--- src/rtl/iter_div_unit.sv ---
// Iterative radix-2 restoring divider for the EX stage.
// One unit covers signed and unsigned div/mod: operands are reduced to
// magnitudes at accept, divided unsigned one quotient bit per cycle, and the
// signs are restored on the last iteration. A zero divisor skips the loop.
//
// Handshake (both sides): a transfer happens on a rising clk edge where
// valid and ready are both high. in_ready is high only in IDLE; out_valid is
// high only in DONE and stays high, with stable data, until out_ready.
// flush and reset drop any in-flight operation; neither side transfers in a
// cycle where flush is high.
module iter_div_unit #(
    parameter int WIDTH = 32,
    parameter int CNT_W = 6
) (
    input  logic             clk,
    input  logic             reset,
    input  logic             flush,
    input  logic             in_valid,
    output logic             in_ready,
    input  logic             in_signed,
    input  logic [WIDTH-1:0] in_dividend,
    input  logic [WIDTH-1:0] in_divisor,
    output logic             out_valid,
    input  logic             out_ready,
    output logic [WIDTH-1:0] out_quotient,
    output logic [WIDTH-1:0] out_remainder,
    output logic             out_div_zero,
    output logic             busy,
    output logic [1:0]       dbg_state      // 0 IDLE, 1 CALC, 2 DONE
);

    typedef enum logic [1:0] {
        S_IDLE = 2'd0,
        S_CALC = 2'd1,
        S_DONE = 2'd2
    } state_t;

    state_t r_state;
    state_t w_state_next;

    // Working registers of the iteration.
    logic [WIDTH-1:0] r_dvd;       // dividend magnitude; quotient bits shift in at the bottom
    logic [WIDTH-1:0] r_dvs;       // divisor magnitude
    logic [WIDTH-1:0] r_rem;       // partial remainder
    logic [CNT_W-1:0] r_cnt;       // iterations still to run
    logic             r_sign_q;
    logic             r_sign_r;

    // Registered results presented on the output side.
    logic [WIDTH-1:0] r_quo;
    logic [WIDTH-1:0] r_rmd;
    logic             r_dz;

    logic             w_accept;
    logic             w_dvs_zero;
    logic             w_dvd_neg;
    logic             w_dvs_neg;
    logic [WIDTH-1:0] w_dvd_abs;
    logic [WIDTH-1:0] w_dvs_abs;
    logic [WIDTH:0]   w_rem_sh;
    logic             w_ge;
    logic [WIDTH-1:0] w_sub;
    logic [WIDTH-1:0] w_rem_next;
    logic [WIDTH-1:0] w_dvd_next;
    logic             w_last;

    // Operand preparation: magnitudes are taken only for signed requests.
    // |-2^(W-1)| = 2^(W-1) is representable as an unsigned W-bit value.
    assign w_accept   = in_valid & in_ready & ~flush;
    assign w_dvs_zero = (in_divisor == '0);
    assign w_dvd_neg  = in_signed & in_dividend[WIDTH-1];
    assign w_dvs_neg  = in_signed & in_divisor[WIDTH-1];
    assign w_dvd_abs  = w_dvd_neg ? (~in_dividend + 1'b1) : in_dividend;
    assign w_dvs_abs  = w_dvs_neg ? (~in_divisor + 1'b1) : in_divisor;

    // One restoring step. The shifted remainder is WIDTH+1 bits so the
    // comparison never loses the carry out of the top bit. When the compare
    // succeeds the true difference is below the divisor, so a WIDTH-bit
    // subtract yields it exactly.
    assign w_rem_sh   = {r_rem, r_dvd[WIDTH-1]};
    assign w_ge       = (w_rem_sh >= {1'b0, r_dvs});
    assign w_sub      = w_rem_sh[WIDTH-1:0] - r_dvs;
    assign w_rem_next = w_ge ? w_sub : w_rem_sh[WIDTH-1:0];
    assign w_dvd_next = {r_dvd[WIDTH-2:0], w_ge};
    assign w_last     = (r_cnt == CNT_W'(1));

    // State register.
    always_ff @(posedge clk) begin
        if (reset) begin
            r_state <= S_IDLE;
        end else begin
            r_state <= w_state_next;
        end
    end

    // Next-state logic and status outputs; flush wins over accept and out_ready.
    always_comb begin
        w_state_next = r_state;
        in_ready     = 1'b0;
        out_valid    = 1'b0;
        busy         = 1'b1;
        case (r_state)
            S_IDLE: begin
                in_ready = 1'b1;
                busy     = 1'b0;
                if (w_accept) begin
                    w_state_next = w_dvs_zero ? S_DONE : S_CALC;
                end
            end
            S_CALC: begin
                if (flush) begin
                    w_state_next = S_IDLE;
                end else if (w_last) begin
                    w_state_next = S_DONE;
                end
            end
            S_DONE: begin
                out_valid = 1'b1;
                if (flush || out_ready) begin
                    w_state_next = S_IDLE;
                end
            end
            default: begin
                w_state_next = S_IDLE;
            end
        endcase
    end

    // Datapath: load at accept, iterate in CALC, register signed results on the last step.
    always_ff @(posedge clk) begin
        if (reset) begin
            r_dvd    <= '0;
            r_dvs    <= '0;
            r_rem    <= '0;
            r_cnt    <= '0;
            r_sign_q <= 1'b0;
            r_sign_r <= 1'b0;
            r_quo    <= '0;
            r_rmd    <= '0;
            r_dz     <= 1'b0;
        end else if (flush) begin
            r_dz <= 1'b0;
        end else if (w_accept) begin
            if (w_dvs_zero) begin
                r_quo <= '1;
                r_rmd <= in_dividend;
                r_dz  <= 1'b1;
            end else begin
                r_dvd    <= w_dvd_abs;
                r_dvs    <= w_dvs_abs;
                r_rem    <= '0;
                r_cnt    <= CNT_W'(WIDTH);
                r_sign_q <= w_dvd_neg ^ w_dvs_neg;
                r_sign_r <= w_dvd_neg;
                r_dz     <= 1'b0;
            end
        end else if (r_state == S_CALC) begin
            r_rem <= w_rem_next;
            r_dvd <= w_dvd_next;
            r_cnt <= r_cnt - CNT_W'(1);
            if (w_last) begin
                r_quo <= r_sign_q ? (~w_dvd_next + 1'b1) : w_dvd_next;
                r_rmd <= r_sign_r ? (~w_rem_next + 1'b1) : w_rem_next;
            end
        end
    end

    assign out_quotient  = r_quo;
    assign out_remainder = r_rmd;
    assign out_div_zero  = r_dz;
    assign dbg_state     = r_state;

endmodule
--- config.mk ---
export PLATFORM = sky130hd
export DESIGN_NAME = iter_div_unit
export DESIGN_NICKNAME = d
export VERILOG_FILES = /design/src/rtl/iter_div_unit.sv
export SDC_FILE = /design/constraint.sdc
export NUM_CORES = 1
export LEC_CHECK = 0
export CAP_MARGIN = 20
export CORE_UTILIZATION = 31
export CTS_CLUSTER_DIAMETER = 30
export CTS_CLUSTER_SIZE = 12
export DETAILED_ROUTE_END_ITERATION = 8
export PLACE_DENSITY = 0.48
export RECOVER_POWER = 100
export SETUP_SLACK_MARGIN = 0.4
export SYNTH_ARGS = -nofsm -noshare
export SYNTH_HDL_FRONTEND = slang
export SYNTH_SLANG_ARGS = --single-unit
--- constraint.sdc ---
create_clock -name clk -period 6.55 [get_ports clk]
set_clock_uncertainty 0.1 [all_clocks]
set_input_delay 0.655 -clock clk [delete_from_list [all_inputs] [get_ports clk]]
set_output_delay 0.655 -clock clk [all_outputs]
set_load 0.05 [all_outputs]
==> impl_metrics.env <==
export IMPL_status="finished clean"
export IMPL_synthFlopType="dfxtp_1"
export IMPL_critical_path_class="primary input to register"
export IMPL_leakagePower_nw=5.21
export IMPL_clock_latency_ps=460
export IMPL_cts_tree="done"
export IMPL_grt_setup_unrepaired="false"
export IMPL_synth_top_family_by_area="compound AO/OA/AOI/OAI gates"
export IMPL_p_clk_frac=0.370
export IMPL_grt_pass1_vias=10700
export IMPL_grt_first_pass_wirelength_um=61400
export IMPL_drc=0
export IMPL_root_buffer="clkbuf_16"
export IMPL_die_area_um2=38600
export IMPL_place_port_buffers=139
export IMPL_synth_net_count=1682
export IMPL_core_area_um2=36900
export IMPL_period_minus_slack_ps=5910
export IMPL_p_switching_mw=0.910
export IMPL_yosys_area_share_adder=0.0423
export IMPL_finalCritPeriodShare=0.902
export IMPL_dr_pass1_iters=5
export IMPL_fmax_mhz=169
export IMPL_grt_max_degree=97
export IMPL_worst_setup_path_end_kind="register"
export IMPL_drtIter0Drc=651
export IMPL_postRouteAntennaNets=0
export IMPL_worst_ep_arrival_time_ps=6190
export IMPL_synth_most_common_cell="nor2_1"
export IMPL_via_count=11400
export IMPL_tightest_slew_ps=1230
export IMPL_clk_pin_slew_worst_paths_ps=70
export IMPL_start_kind="primary input"
export IMPL_wirelength_um=38700
export IMPL_hold_path_class="register to register"
export IMPL_antenna_found_initial=2
export IMPL_num_fill_cells=3958
export IMPL_fin_nets=1755
export IMPL_synth_mux_area_frac=0.0171
export IMPL_path_max_fanout=21
export IMPL_numCtsBuffers=17
export IMPL_area_growth_pct=19.5
export IMPL_drive_above_1_share=0.0506
export IMPL_grt_total_usage=0.202
export IMPL_fin_area_um2=14000
export IMPL_synth_async_sr_flop_share=0
export IMPL_vias_per_cell=5.26
export IMPL_synth_cell_types=77
export IMPL_slew_violations=0
export IMPL_r2r_slack_ps=870
export IMPL_cts_htree_levels=4
export IMPL_required_ps=6830
export IMPL_swShare=0.330
export IMPL_setup_viol=0
export IMPL_antenna_cells=0
export IMPL_seq_power_share=0.397
export IMPL_clock_sinks=171
export IMPL_post_drt_wl_per_cell_um=17.9
export IMPL_ys_ff_latch=171
export IMPL_place_area_um2=13500
export IMPL_synth_top_area_share=0.292
export IMPL_ctsHoldBuffers=0
export IMPL_tns_ps=0
export IMPL_synth_area_um2=11700
export IMPL_gp_congestion=0.858
export IMPL_combPwrFrac=0.233
export IMPL_p_int_mw=1.85
export IMPL_total_power_mw=2.76
export IMPL_vdd_ir_drop_max_uv=140
export IMPL_slew_headroom=0.178
export IMPL_fin_util=0.380
export IMPL_netlist_top_cells_count="nor2_1 (220), nand2_1 (182), dfxtp_1 (171), a21oi_1 (107), o21ai_0 (77)"
export IMPL_synth_seq_area_share=0.292
export IMPL_synthSimpleGateAreaFrac=0.232
export IMPL_synth_compound_area_share=0.257
export IMPL_synth_area_leaders="dfxtp_1 (29%), nor2_1 (7.0%), nand2_1 (5.8%)"
export IMPL_finalHoldViolCount=0
export IMPL_grt_overflow_total=0
export IMPL_ios=140
export IMPL_synth_edff_count=0
export IMPL_floorplan_initialDensity=0.318
export IMPL_yosysWarnings=0
export IMPL_max_cap_viol_count=0
export IMPL_die_y_um=196
export IMPL_synth_cells=1573
export IMPL_clk_path_buf_depth=2
export IMPL_syn_avg_cell_area_um2=7.45
export IMPL_yosysTopAreaCell="dfxtp_1"
export IMPL_hpwl_um=29200
export IMPL_p_per_area_nw_per_um2=197
export IMPL_fp_dieW_um=196
export IMPL_synthXorXnorAreaFrac=0.105
export IMPL_row_count=70
power by group through the flow:
| stage | registers (mW) | clock network (mW) | logic [mW] |
|---|---|---|---|
| 3_5_place_dp | 1.12 | 0 | 0.645 |
| 3_3_place_gp | 1.12 | 0 | 0.646 |
| 4_1_cts | 1.09 | 1.05 | 0.648 |
| 6_report | 1.10 | 1.02 | 0.642 |
| 2_1_floorplan | 1.12 | 0 | 0.442 |
| 5_1_grt | 1.10 | 1.09 | 0.711 |
cell type report:
cell class / count / area, um2 / area share
Sequential cell: 171 / 3420 / 0.244
Tap cell: 504 / 631 / 0.0450
Multi-Input combinational cell: 1243 / 7660 / 0.547
Timing Repair Buffer: 155 / 1510 / 0.108
Clock buffer: 18 / 439 / 0.0313
Inverter: 58 / 218 / 0.0155
Clock inverter: 14 / 134 / 0.00956
worst max-delay path: stages:
cell	delay [ps]
dlygate4sd3_1	610
nor4_1	370
nand2b_1	110
or2_2	300
or3_1	360
nor4b_1	690
nand3_1	260
nor3_1	830
nand2b_1	1030
clkbuf_2	630
a31oi_1	190
nor2_1	120
cells by family (layout without fill, tap and decap cells):
group / after synthesis / in the layout
XOR/XNOR: 141 / 141
buffers and inverters: 159 / 245
AO/OA/AOI/OAI: 454 / 454
flip-flops: 171 / 171
AND/OR/NAND/NOR: 589 / 589
adder cells (fa/ha/maj): 39 / 39
multiplexers: 20 / 20
final timing paths:
kind | cells past startpoint | to | start
setup / recovery | 12 | r_rem[6] | in_divisor[6]
hold / removal | 2 | r_dvs[22] | r_dvs[22]
setup reg to reg | 20 | out_remainder[30] | r_dvs[26]
hold reg to reg | 2 | r_dvs[22] | r_dvs[22]
metal layers:
metal | vias up | routed length (um) | global-route usage
met2 | 234 | 17800 | 0.328
li1 | 5786 | - | -
met3 | 21 | 1290 | 0.0253
met5 | - | 13 | 0
met1 | 5330 | 19200 | 0.282
met4 | 2 | 389 | 0.0489
metrics by stage:
stage,setup slack [ps],hold slack (ps),std cells
3_5_place_dp,955,348,2131
2_1_floorplan,1280,332,1573
3_3_place_gp,1000,340,2131
5_1_grt,305,385,2163
6_report,642,354,2163
4_1_cts,925,356,2163
layout by cell type, fill, tap and decap left out, drive strengths merged, types with 17 or more instances in the layout:
master	instances
a211oi	66
clkbuf	22
nand3	36
o31ai	22
inv	64
nand2	184
o21ai	87
ha	38
xnor2	72
nor2	223
o22ai	17
a31oi	38
dlygate4sd3	71
nor4	20
xor2	69
nor3	22
clkdlybuf4s50	67
mux2i	20
dfxtp	171
a21oi	112
o211ai	27
registers in the layout, summed over array words and instances (netlist names):
name	count
dbg_state	2
out_quotient	32
r_sign_r	1
r_dvs	32
out_div_zero	1
r_cnt	6
r_dvd	32
r_rem	32
r_sign_q	1
out_remainder	32
what timing repair did:
| action | 4_1_cts | 5_1_grt |
|---|---|---|
| buffers inserted | 0 | 0 |
| setup endpoints to repair | 0 | 1 |
| gates resized for setup | 0 | 1 |
(Power assumes the default switching activity.)
